**src/rtl/leaf_out_arbiter.sv**
```systemverilog
// leaf_out_arbiter: round-robin burst arbiter, NUM_REQ req_data/req_vld/req_ack streams -> registered out_data/out_vld/out_ack, grant_vld/grant_idx show holder; clk_user, sync active-high reset
module leaf_out_arbiter #(
  parameter int PAYLOAD_BITS = 32,
  parameter int NUM_REQ = 4,
  parameter int NUM_REQ_BITS = 2,
  parameter int MAX_BURST = 8,
  parameter int BURST_BITS = 3
) (
  input  logic                            clk_user,
  input  logic                            reset,
  input  logic [NUM_REQ*PAYLOAD_BITS-1:0] req_data,
  input  logic [NUM_REQ-1:0]              req_vld,
  output logic [NUM_REQ-1:0]              req_ack,
  output logic [PAYLOAD_BITS-1:0]         out_data,
  output logic                            out_vld,
  input  logic                            out_ack,
  output logic                            grant_vld,
  output logic [NUM_REQ_BITS-1:0]         grant_idx
);
  typedef enum logic {IDLE, BUSY} state_t;
  state_t state, state_n;
  logic [NUM_REQ_BITS-1:0] g, g_n, rr_ptr, rr_ptr_n, pick, g_inc;
  logic [BURST_BITS-1:0] cnt, cnt_n;
  logic [PAYLOAD_BITS-1:0] sel;
  logic can_load, xfer, last, vld_g;
  assign can_load = !out_vld || out_ack;
  assign xfer = |req_ack;
  assign last = cnt == BURST_BITS'(MAX_BURST - 1);
  assign g_inc = (int'(g) == NUM_REQ - 1) ? '0 : g + 1'b1;
  assign grant_vld = state == BUSY;
  assign grant_idx = g;
  always_comb begin
    sel = '0;
    vld_g = 1'b0;
    req_ack = '0;
    for (int i = 0; i < NUM_REQ; i++) begin
      if (int'(g) == i) begin
        sel = req_data[i*PAYLOAD_BITS +: PAYLOAD_BITS];
        vld_g = req_vld[i];
      end
      req_ack[i] = (state == BUSY) && (int'(g) == i) && req_vld[i] && can_load;
    end
  end
  always_comb begin
    pick = '0;
    for (int k = NUM_REQ - 1; k >= 0; k--)
      for (int i = 0; i < NUM_REQ; i++)
        if (req_vld[i] && i == (int'(rr_ptr) + k) % NUM_REQ) pick = NUM_REQ_BITS'(i);
  end
  always_comb begin
    state_n = state;
    g_n = g;
    cnt_n = cnt;
    rr_ptr_n = rr_ptr;
    if (state == IDLE) begin
      if (|req_vld) begin
        state_n = BUSY;
        g_n = pick;
        cnt_n = '0;
      end
    end else if (!vld_g) begin
      state_n = IDLE;
      rr_ptr_n = g_inc;
    end else if (xfer) begin
      cnt_n = cnt + 1'b1;
      if (last) begin
        state_n = IDLE;
        rr_ptr_n = g_inc;
      end
    end
  end
  always_ff @(posedge clk_user) begin
    if (reset) begin
      state <= IDLE;
      g <= '0;
      cnt <= '0;
      rr_ptr <= '0;
      out_vld <= 1'b0;
      out_data <= '0;
    end else begin
      state <= state_n;
      g <= g_n;
      cnt <= cnt_n;
      rr_ptr <= rr_ptr_n;
      if (xfer) begin
        out_vld <= 1'b1;
        out_data <= sel;
      end else if (out_ack) out_vld <= 1'b0;
    end
  end
endmodule

```
**config.mk**
```make
export PLATFORM = sky130hd
export DESIGN_NAME = leaf_out_arbiter
export DESIGN_NICKNAME = d
export VERILOG_FILES = /design/src/rtl/leaf_out_arbiter.sv
export SDC_FILE = /design/constraint.sdc
export NUM_CORES = 1
export LEC_CHECK = 0
export CAP_MARGIN = 20
export CELL_PAD_IN_SITES_DETAIL_PLACEMENT = 0
export CELL_PAD_IN_SITES_GLOBAL_PLACEMENT = 1
export CORE_UTILIZATION = 28
export DETAILED_ROUTE_END_ITERATION = 12
export GPL_TIMING_DRIVEN = 0
export PLACE_DENSITY = 0.84
export SYNTH_ARGS = -nofsm -noshare
export SYNTH_HDL_FRONTEND = slang
export SYNTH_SLANG_ARGS = --single-unit
```
**constraint.sdc**
```tcl
create_clock -name clk_user -period 3.5 [get_ports clk_user]
set_input_delay 0.7 -clock clk_user [delete_from_list [all_inputs] [get_ports clk_user]]
set_output_delay 0.7 -clock clk_user [all_outputs]
set_load 0.01 [all_outputs]
```
==> summary.txt <==
MIN PATH
--------------------------------------------------------------------------------------------------------
Worst hold path startpoint                                                                  out_data[22]
Class of the tightest hold or removal check                                                 flop to flop

POWER
--------------------------------------------------------------------------------------------------------
Peak supply drop                                                                                  145 µV
Power density relative to cell area                                                           329 nW/µm²
Leakage power                                                                                    1.86 nW
Total power                                                                                      1.61 mW

YOSYS
--------------------------------------------------------------------------------------------------------
Number of nets in the synthesized netlist                                                            498
Number of enable flip-flop cells after synthesis                                                       0
Share of synthesized flip-flops with an asynchronous set or reset                                     0%
Portion of synthesized cell area occupied by the leading cell type                                 28.1%
Cell variety after synth                                                                              43
Portion of the post-synthesis area used by sequential elements                                     28.1%
Total standard cell area after synthesis                                                        2920 µm²
Seq cells post-synth                                                                                  41
Area contributors post-synth                                                                sky130_fd_sc_hd__dfxtp_1 (28%), sky130_fd_sc_hd__a221oi_1 (9.9%), sky130_fd_sc_hd__a311oi_2 (7.7%)
Cell type contributing the most total cell area after synthesis                             sky130_fd_sc_hd__dfxtp_1
Most common flop cell mapped by yosys                                                       sky130_fd_sc_hd__dfxtp_1
Average cell area after synthesis                                                               8.18 µm²
Gate count after technology mapping                                                                  357
Total of warnings raised by yosys                                                                      0

WORST SETUP PATH
--------------------------------------------------------------------------------------------------------
Required time of the worst setup path                                                            2.80 ns
Worst setup path start                                                                      grant_idx[1]
Launch point of the worst reg-to-reg path                                                   grant_idx[1]
Setup crit end kind                                                                          output port
Type of the setup path with the least slack                                                 flop to output port
Largest driver fanout on the critical path                                                            10
Worst R2R Setup Slack                                                                            1.38 ns
Kind of start point of the critical path                                                            flop
CP Data Arrival Time                                                                             2.55 ns

TIMING
--------------------------------------------------------------------------------------------------------
Max Slew Vio Count                                                                                     0
Final-layout worst hold slack                                                                   0.496 ns
Number of failing setup endpoints in the final timing report                                           0
Final TNS setup                                                                                     0 ns
Post-route clock period utilization                                                                92.9%
Fin. Hold Viols                                                                                        0
Fmax achieved                                                                                    308 MHz
Worst slew slack as a fraction of its limit                                                        54.4%
RSZ-0062 raised after global routing                                                                  no
Worst Clk Skew                                                                                0.00674 ns
Pin slew with the least headroom to its limit                                                   0.683 ns
Clock period minus final worst setup slack                                                       3.25 ns

GLOBAL ROUTE
--------------------------------------------------------------------------------------------------------
Vias in the first global route                                                                      3553
Pin count of the biggest net entering global routing                                                  12
Global-route wire length before repair                                                          18200 µm
Met3 GRT Util                                                                                      4.14%
Number of antenna violations at the first check in global routing                                      0
Grt peak-use layer                                                                                  met2
Overall track demand over capacity in global routing                                               21.0%
Grt met2 use                                                                                       38.7%
Met1 Track Usage GR                                                                                24.1%
Aggregate global routing overflow                                                                      0

FINAL LAYOUT
--------------------------------------------------------------------------------------------------------
Fill count                                                                                           992
Area of all placed cells without fillers                                                        4890 µm²
Highest-count cells in the layout ignoring fill and taps                                    sky130_fd_sc_hd__clkdlybuf4s50_1 (172), sky130_fd_sc_hd__dfxtp_1 (41), sky130_fd_sc_hd__nand2_1 (38), sky130_fd_sc_hd__nor2_1 (38)
Post-layout utilization of the core                                                                49.2%
Number of antenna cells inserted                                                                       0
Fraction of layout cells with a size suffix above 1                                                9.53%
Nets                                                                                                 676
Layout overhead on the synthesized area                                                            67.5%
Area used by multi-input combinational logic                                                    1810 µm²
Area used by sequential logic in the layout                                                      821 µm²
Most common library cell in the layout ignoring fill and taps                               sky130_fd_sc_hd__clkdlybuf4s50_1

FLOORPLAN
--------------------------------------------------------------------------------------------------------
Starting density of the core                                                                       29.3%
Site row count                                                                                        36
Floorplan die height                                                                              104 µm
Placeable core region                                                                           9950 µm²
Top-level I/O count                                                                                  175
Die footprint                                                                                  10800 µm²
Die X                                                                                             104 µm

PLACE
--------------------------------------------------------------------------------------------------------
HPWL Detailed                                                                                    8920 µm
Post-DP Area                                                                                    4810 µm²
Number of input and output port buffers inserted                                                     172
Placer congestion estimate                                                                         0.856

ROUTE
--------------------------------------------------------------------------------------------------------
Detailed Routing Iterations Pass 1                                                                     4
Number of vias in the routed layout                                                                 3460
Drt total wl                                                                                    11200 µm
Routed via count divided by cell count                                                              5.18
Number of remaining DRC errors                                                                         0
Post-detailed-route wirelength per cell                                                          16.8 µm
Antenna viol nets, final                                                                               0
Drt initial violations                                                                               146

CTS
--------------------------------------------------------------------------------------------------------
Number of buffers created by CTS                                                                       5
CTS max path bufs                                                                                      2
Later-pin clock latency in the skew report                                                       0.29 ns
Clock net sink count                                                                                  41
Setup Buffers After CTS                                                                                0
Post-CTS Resized                                                                                       0
Clock tree from TritonCTS                                                                            yes
Total of hold buffers inserted after clock tree synthesis                                              0
Post-CTS clock slew at the launch and capture registers of the worst setup and hold paths        0.08 ns
Clock root cell                                                                             sky130_fd_sc_hd__clkbuf_8
CTS H-tree depth                                                                                       2

STATUS
--------------------------------------------------------------------------------------------------------
Status                                                                                      complete, no violations

JOB
--------------------------------------------------------------------------------------------------------
Number of max-cap violations                                                                           0

through the flow:
stage / setup WS (ns) / std cells
CTS: 0.0236 / 669
global route: 0.0506 / 668
floorplan: 1.36 / 357
global placement: 0.464 / 662
finish: 0.249 / 668
detailed placement: 0.375 / 662
Yosys cell counts (13+ instances only):
| cell type | number |
|---|---|
| sky130_fd_sc_hd__nor2_1 | 38 |
| sky130_fd_sc_hd__a221oi_1 | 33 |
| sky130_fd_sc_hd__nand2_1 | 38 |
| sky130_fd_sc_hd__a311oi_2 | 15 |
| sky130_fd_sc_hd__a211o_1 | 17 |
| sky130_fd_sc_hd__nor2b_1 | 33 |
| sky130_fd_sc_hd__clkbuf_1 | 15 |
| sky130_fd_sc_hd__buf_2 | 13 |
| sky130_fd_sc_hd__inv_1 | 22 |
| sky130_fd_sc_hd__o311a_1 | 15 |
| sky130_fd_sc_hd__nor3_1 | 17 |
| sky130_fd_sc_hd__dfxtp_1 | 41 |
flip-flops by register name (all words and copies together) (netlist names):
register,flops
grant_idx,2
grant_vld,1
out_vld,1
cnt,3
out_data,32
rr_ptr,2
power by group:
part / internal [mW] / switching, mW / total [mW]
Combinational: 0.411 / 0.331 / 0.742
Sequential: 0.517 / 0.0346 / 0.552
Clock: 0.157 / 0.159 / 0.316
metal layers:
metal | vias to the layer above | share of wire (%)
met2 | 131 | 52
met4 | 0 | 2.3
met1 | 1640 | 40
met3 | 20 | 5.9
met5 | - | 0
li1 | 1669 | -
cell type report:
type / count / area share (%)
Inverter: 22 / 1.69
Clock buffer: 7 / 1.76
Sequential cell: 41 / 16.8
Timing Repair Buffer: 172 / 35.2
Tap cell: 133 / 3.40
Multi-Input combinational cell: 256 / 37.0
Buffer: 37 / 4.19
worst paths after layout:
check | endpoint | depth (start not counted)
hold reg to reg | out_data[22] | 2
setup reg to reg | out_data[23] | 8
hold / removal | out_data[22] | 2
setup / recovery | req_ack[2] | 6
worst max-delay path: stages (launching register included):
cell and delay (ns):
sky130_fd_sc_hd__dfxtp_1 0.46, sky130_fd_sc_hd__ha_1 0.31, sky130_fd_sc_hd__clkbuf_1 0.39, sky130_fd_sc_hd__clkbuf_2 0.37
sky130_fd_sc_hd__nand2_1 0.09, sky130_fd_sc_hd__nor2_1 0.10, sky130_fd_sc_hd__clkdlybuf4s50_1 0.54
cell families after synthesis:
logic type      share of synthesized area, %
buf+inv                                 9.94
mux                                    0.856
compound gates                          35.1
fa+ha+maj                               2.57
simple gates                            23.5
flops                                   28.1
Power figures use the tool's default switching activity.
==> patch 1 (same flow settings) <==
Set the parameter `PAYLOAD_BITS` to 64 (it was 32).
--- a/src/rtl/leaf_out_arbiter.sv
+++ b/src/rtl/leaf_out_arbiter.sv
@@ -1,6 +1,6 @@
 // leaf_out_arbiter: round-robin burst arbiter, NUM_REQ req_data/req_vld/req_ack streams -> registered out_data/out_vld/out_ack, grant_vld/grant_idx show holder; clk_user, sync active-high reset
 module leaf_out_arbiter #(
-  parameter int PAYLOAD_BITS = 32,
+  parameter int PAYLOAD_BITS = 64,
   parameter int NUM_REQ = 4,
   parameter int NUM_REQ_BITS = 2,
   parameter int MAX_BURST = 8,
Ports: changed (resized out_data and req_data); port bits go from 175 to 335. No check against the original RTL was run, so the function may have changed too.
==> patch 1 against the unedited design <==
  * Fmax is 1.8% higher
  * Power increased by 100%
  * Core utilization is 1.3 points lower
  * Design area is 98% higher
  * Largest cell class unchanged
  * Register-to-register slack got worse by 0.16 ns
  * Routed wire length rose by 110%
  * Sequential cell count up 32
  * Synthesized area rose by 98%
  * Setup slack improved by 0.056 ns
  * Critical endpoint unchanged
  * Clock power rose to 2.6 times the old value
  * Combinational power grew 94%
==> patch 1: results (changes against the unedited design) <==
- Status: finished, final reports clean (unchanged)
- Non-clk bufs: 407 (was 209)
- Pint: 2.22 mW (was 1.08 mW)
- GRT met1 Usage: 0.276 (was 0.241)
- Multi-input logic area: 3350 um^2 (was 1810 um^2)
- Critical path data arrival time: 2.49 ns (was 2.55 ns)
- Wl on met1: 10000 um (was 4480 um)
- Met2 Use GR: 0.387 (about the same)
- Dpl cell area: 9430 um^2 (was 4810 um^2)
- Via count: 6334 (was 3460)
- Met2 wire len: 11700 um (was 5790 um)
- #MultiIn Comb: 430 (was 256)
- P_comb: 1.44 mW (was 742 uW)
- Seq pwr: 969 uW (was 552 uW)
- GP Congestion: 0.846 (was 0.856)
- Peak supply drop: 0.000199 V (was 0.000145 V)
- Skew final: 0.00492 ns (was 0.00674 ns)
- GR Util All Layers: 0.223 (was 0.210)
- Area contributors post-synth: dfxtp_1 25%, a311oi_2 16%, a221oi_1 9.9% (was dfxtp_1 28%, a221oi_1 9.9%, a311oi_2 7.7%)
- First-pass GRT wire length: 36600 um (was 18200 um)
- Layout Cell Area excl Fill: 9680 um^2 (was 4890 um^2)
- Leak pwr: 3.67 nW (was 1.86 nW)
- Inverters: 70 (was 22)
- Flop and latch count out of synthesis: 73 (was 41)
- Final std cells w/o fill: 1263 (was 668)
- H-Tree Depth: 3 (was 2)
- Sequential Area: 1460 um^2 (was 821 um^2)
- CLK BUF: 12 (was 7)
- Post-DP HPWL: 18600 um (was 8920 um)
- Pin count of the biggest net entering global routing: 11 (was 12)
- CTS root buffer: clkbuf_16 (was clkbuf_8)
- Met3 routed WL: 1460 um (was 661 um)
- Fillers: 2011 (was 992)
- Worst skew pair latency: 0.34 ns (was 0.29 ns)
- Detailed-route wire length per cell: 18.8 um (was 16.8 um)
- Clock Pin Slew Worst Setup and Hold Paths: 0.06 ns (was 0.08 ns)
- Vias in the first global route: 6411 (was 3553)
- Avg Inst Size Synth: 8.91 um^2 (was 8.18 um^2)
- Most frequent cells after synthesis: 73 x dfxtp_1, 73 x nand2_1, 70 x inv_1, 70 x nor2_1, 65 x a221oi_1 (was 41 x dfxtp_1, 38 x nand2_1, 38 x nor2_1)
- Net count after synthesis: 917 (was 498)
patch 1: cell types whose count changed in the layout (fill, tap and decap cells not counted), moves of 15 or more:
cell,delta
a211o_2,+48
inv_1,+48
nor2b_1,+16
nor2_1,+32
a311oi_2,+45
clkdlybuf4s50_1,+160
nand2_1,+35
nor3_1,-16
dfxtp_1,+32
a221oi_1,+32
o311a_1,-15
patch 1: worst paths after layout:
kind                 from      endpoint  slack [ns]  cells past startpoint
max reg2reg  grant_idx[0]  out_data[45]        1.22                      7
min                cnt[1]        cnt[1]        0.50                      2
max          grant_idx[0]    req_ack[2]        0.31                      8
min reg2reg        cnt[1]        cnt[1]        0.50                      2
patch 1: cell families after synthesis:
| family | synth area share |
|---|---|
| mux | 0.00542 |
| fa+ha+maj | 0.0130 |
| compound gates | 0.402 |
| flops | 0.253 |
| simple gates | 0.160 |
| buf+inv | 0.167 |
==> patch 2 (same settings) <==
Without the edit above. Reset style: asynchronous (`reset`), changed in one clocked block. Comments in the files are not updated.
--- a/src/rtl/leaf_out_arbiter.sv
+++ b/src/rtl/leaf_out_arbiter.sv
@@ -69,7 +69,7 @@
       end
     end
   end
-  always_ff @(posedge clk_user) begin
+  always_ff @(posedge clk_user or posedge reset) begin
     if (reset) begin
       state <= IDLE;
       g <= '0;
Check against the original RTL: differs if reset is asserted again (counterexample within 4 cycles, from zero or initial values and one cycle with reset high); with reset held inactive, the same outputs for 4 cycles.
==> patch 2 against the unedited design <==
  * Die area fell by 1.5%
  * Routed wire length rose by 1.2%
  * Synthesized area is 1.6% lower
  * Design area up 0.13%
  * Setup slack better by 0.062 ns
  * Sequential share of layout area grew 4.2 points
  * Worst hold slack got worse by 0.013 ns
  * Global-route usage rose by 0.15 points
  * Clock skew down 0.0013 ns
  * Sequential cell count is the same
  * Fmax rose by 2.0%
  * Largest cell class unchanged
Power is not compared: it rests on default switching activity, and its combinational part moved more than twofold at a synthesized area within 25%.
==> patch 2: results (changes against the unedited design) <==
- Grt ovf: 0 (unchanged)
- Multi-input logic area: 1530 um^2 (was 1810 um^2)
- Mux contribution to synthesized area: 0.0139 (was 0.00857)
- Die area: 10700 um^2 (was 10800 um^2)
- Via count: 3459 (was 3460)
- Area contributors post-synth: dfrtp_1 36%, a21oi_1 12%, nand2_1 9.9% (was dfxtp_1 28%, a221oi_1 9.9%, a311oi_2 7.7%)
- Adder-Cell Fraction of Synth Area: 0.0261 (was 0.0257)
- Area growth syn-to-layout: 70.4% (was 67.5%)
- Final wirelength: 11300 um (was 11200 um)
- First-pass GRT wire length: 17100 um (was 18200 um)
- Vias per inst: 4.89 (was 5.18)
- GR Util All Layers: 0.211 (was 0.210)
- Critical Path Sink: req_ack[1] (was req_ack[2])
- Slew @ Worst Pin: 0.758 ns (was 0.683 ns)
- GP Congestion: 0.798 (was 0.856)
- Min Hold Slack: 0.483 ns (was 0.496 ns)
- Fillers: 994 (was 992)
- Sequential share of cell area: 0.209 (was 0.168)
- Dominant synthesized flop cell: dfrtp_1 (was dfxtp_1)
- Pre-CTS WS: 0.608 ns (was 0.375 ns)
- Post-synthesis compound-gate area fraction: 0.369 (was 0.351)
- Worst Hold Path Cells: 2 (unchanged)
- Combinational share of power: 0.667
- Skew final: 0.00541 ns (was 0.00674 ns)
- Avg Inst Size Synth: 7.32 um^2 (was 8.18 um^2)
- Min setup slack post-route: 0.311 ns (was 0.249 ns)
- Post-DP HPWL: 8560 um (was 8920 um)
- Path depth of the worst reg2reg path: 7 (was 8)
- Pin count of the biggest net entering global routing: 27 (was 12)
- Hold EP: out_data[21] (was out_data[22])
- Worst r2r src: grant_idx[1] (unchanged)
- R2R setup slack: 1.30 ns (was 1.38 ns)
- Status: finished, final reports clean (unchanged)
- First DRT Iteration DRCs: 85 (was 146)
- Nets: 714 (was 676)
- Clk tree area frac: 0.0237 (was 0.0176)
- Proportion of layout cells with a drive suffix above 1: 0.0470 (was 0.0953)
- Most frequent cells after synthesis: 76 x nand2_1, 67 x a21oi_1, 49 x o21ai_0 (was 41 x dfxtp_1, 38 x nand2_1, 38 x nor2_1)
- Non-clk bufs: 207 (was 209)
- Async set-or-reset flop fraction in the synthesized netlist: 1.00 (was 0)
- #MultiIn Comb: 277 (was 256)
- Dpl cell area: 4780 um^2 (was 4810 um^2)
- Hold Crit Start: out_data[21] (was out_data[22])
- R2R Path End: out_data[26] (was out_data[23])
- Vias in the first global route: 3392 (was 3553)
- Net count after synthesis: 534 (was 498)
==> patch 2: changes by cell type in the layout (fill, tap and decap cells not counted), sizes merged, moves of 19 or more <==
cell / change
nor2: -32
a221oi: -33
a21oi: +57
dfxtp: -41
inv: +19
a22oi: +33
o21ai: +68
nand2: +38
nor2b: -33
dfrtp: +41
==> patch 2: worst reg2reg max path: stages (launching register included) <==
cell	delay, ns
dfrtp_1	0.44
inv_1	0.11
ha_1	0.26
buf_4	0.23
clkbuf_1	0.48
o21ai_0	0.18
a22oi_1	0.27
o21ai_0	0.12
==> patch 2: metal layers <==
| layer | up-vias | routed length (um) | global-route usage |
|---|---|---|---|
| li1 | 1711 | - | - |
| met1 | 1631 | 4880 | 0.263 |
| met2 | 111 | 5730 | 0.382 |
| met3 | 6 | 628 | 0.0363 |
| met4 | 0 | 90 | 0.0477 |
| met5 | - | 0 | 0 |
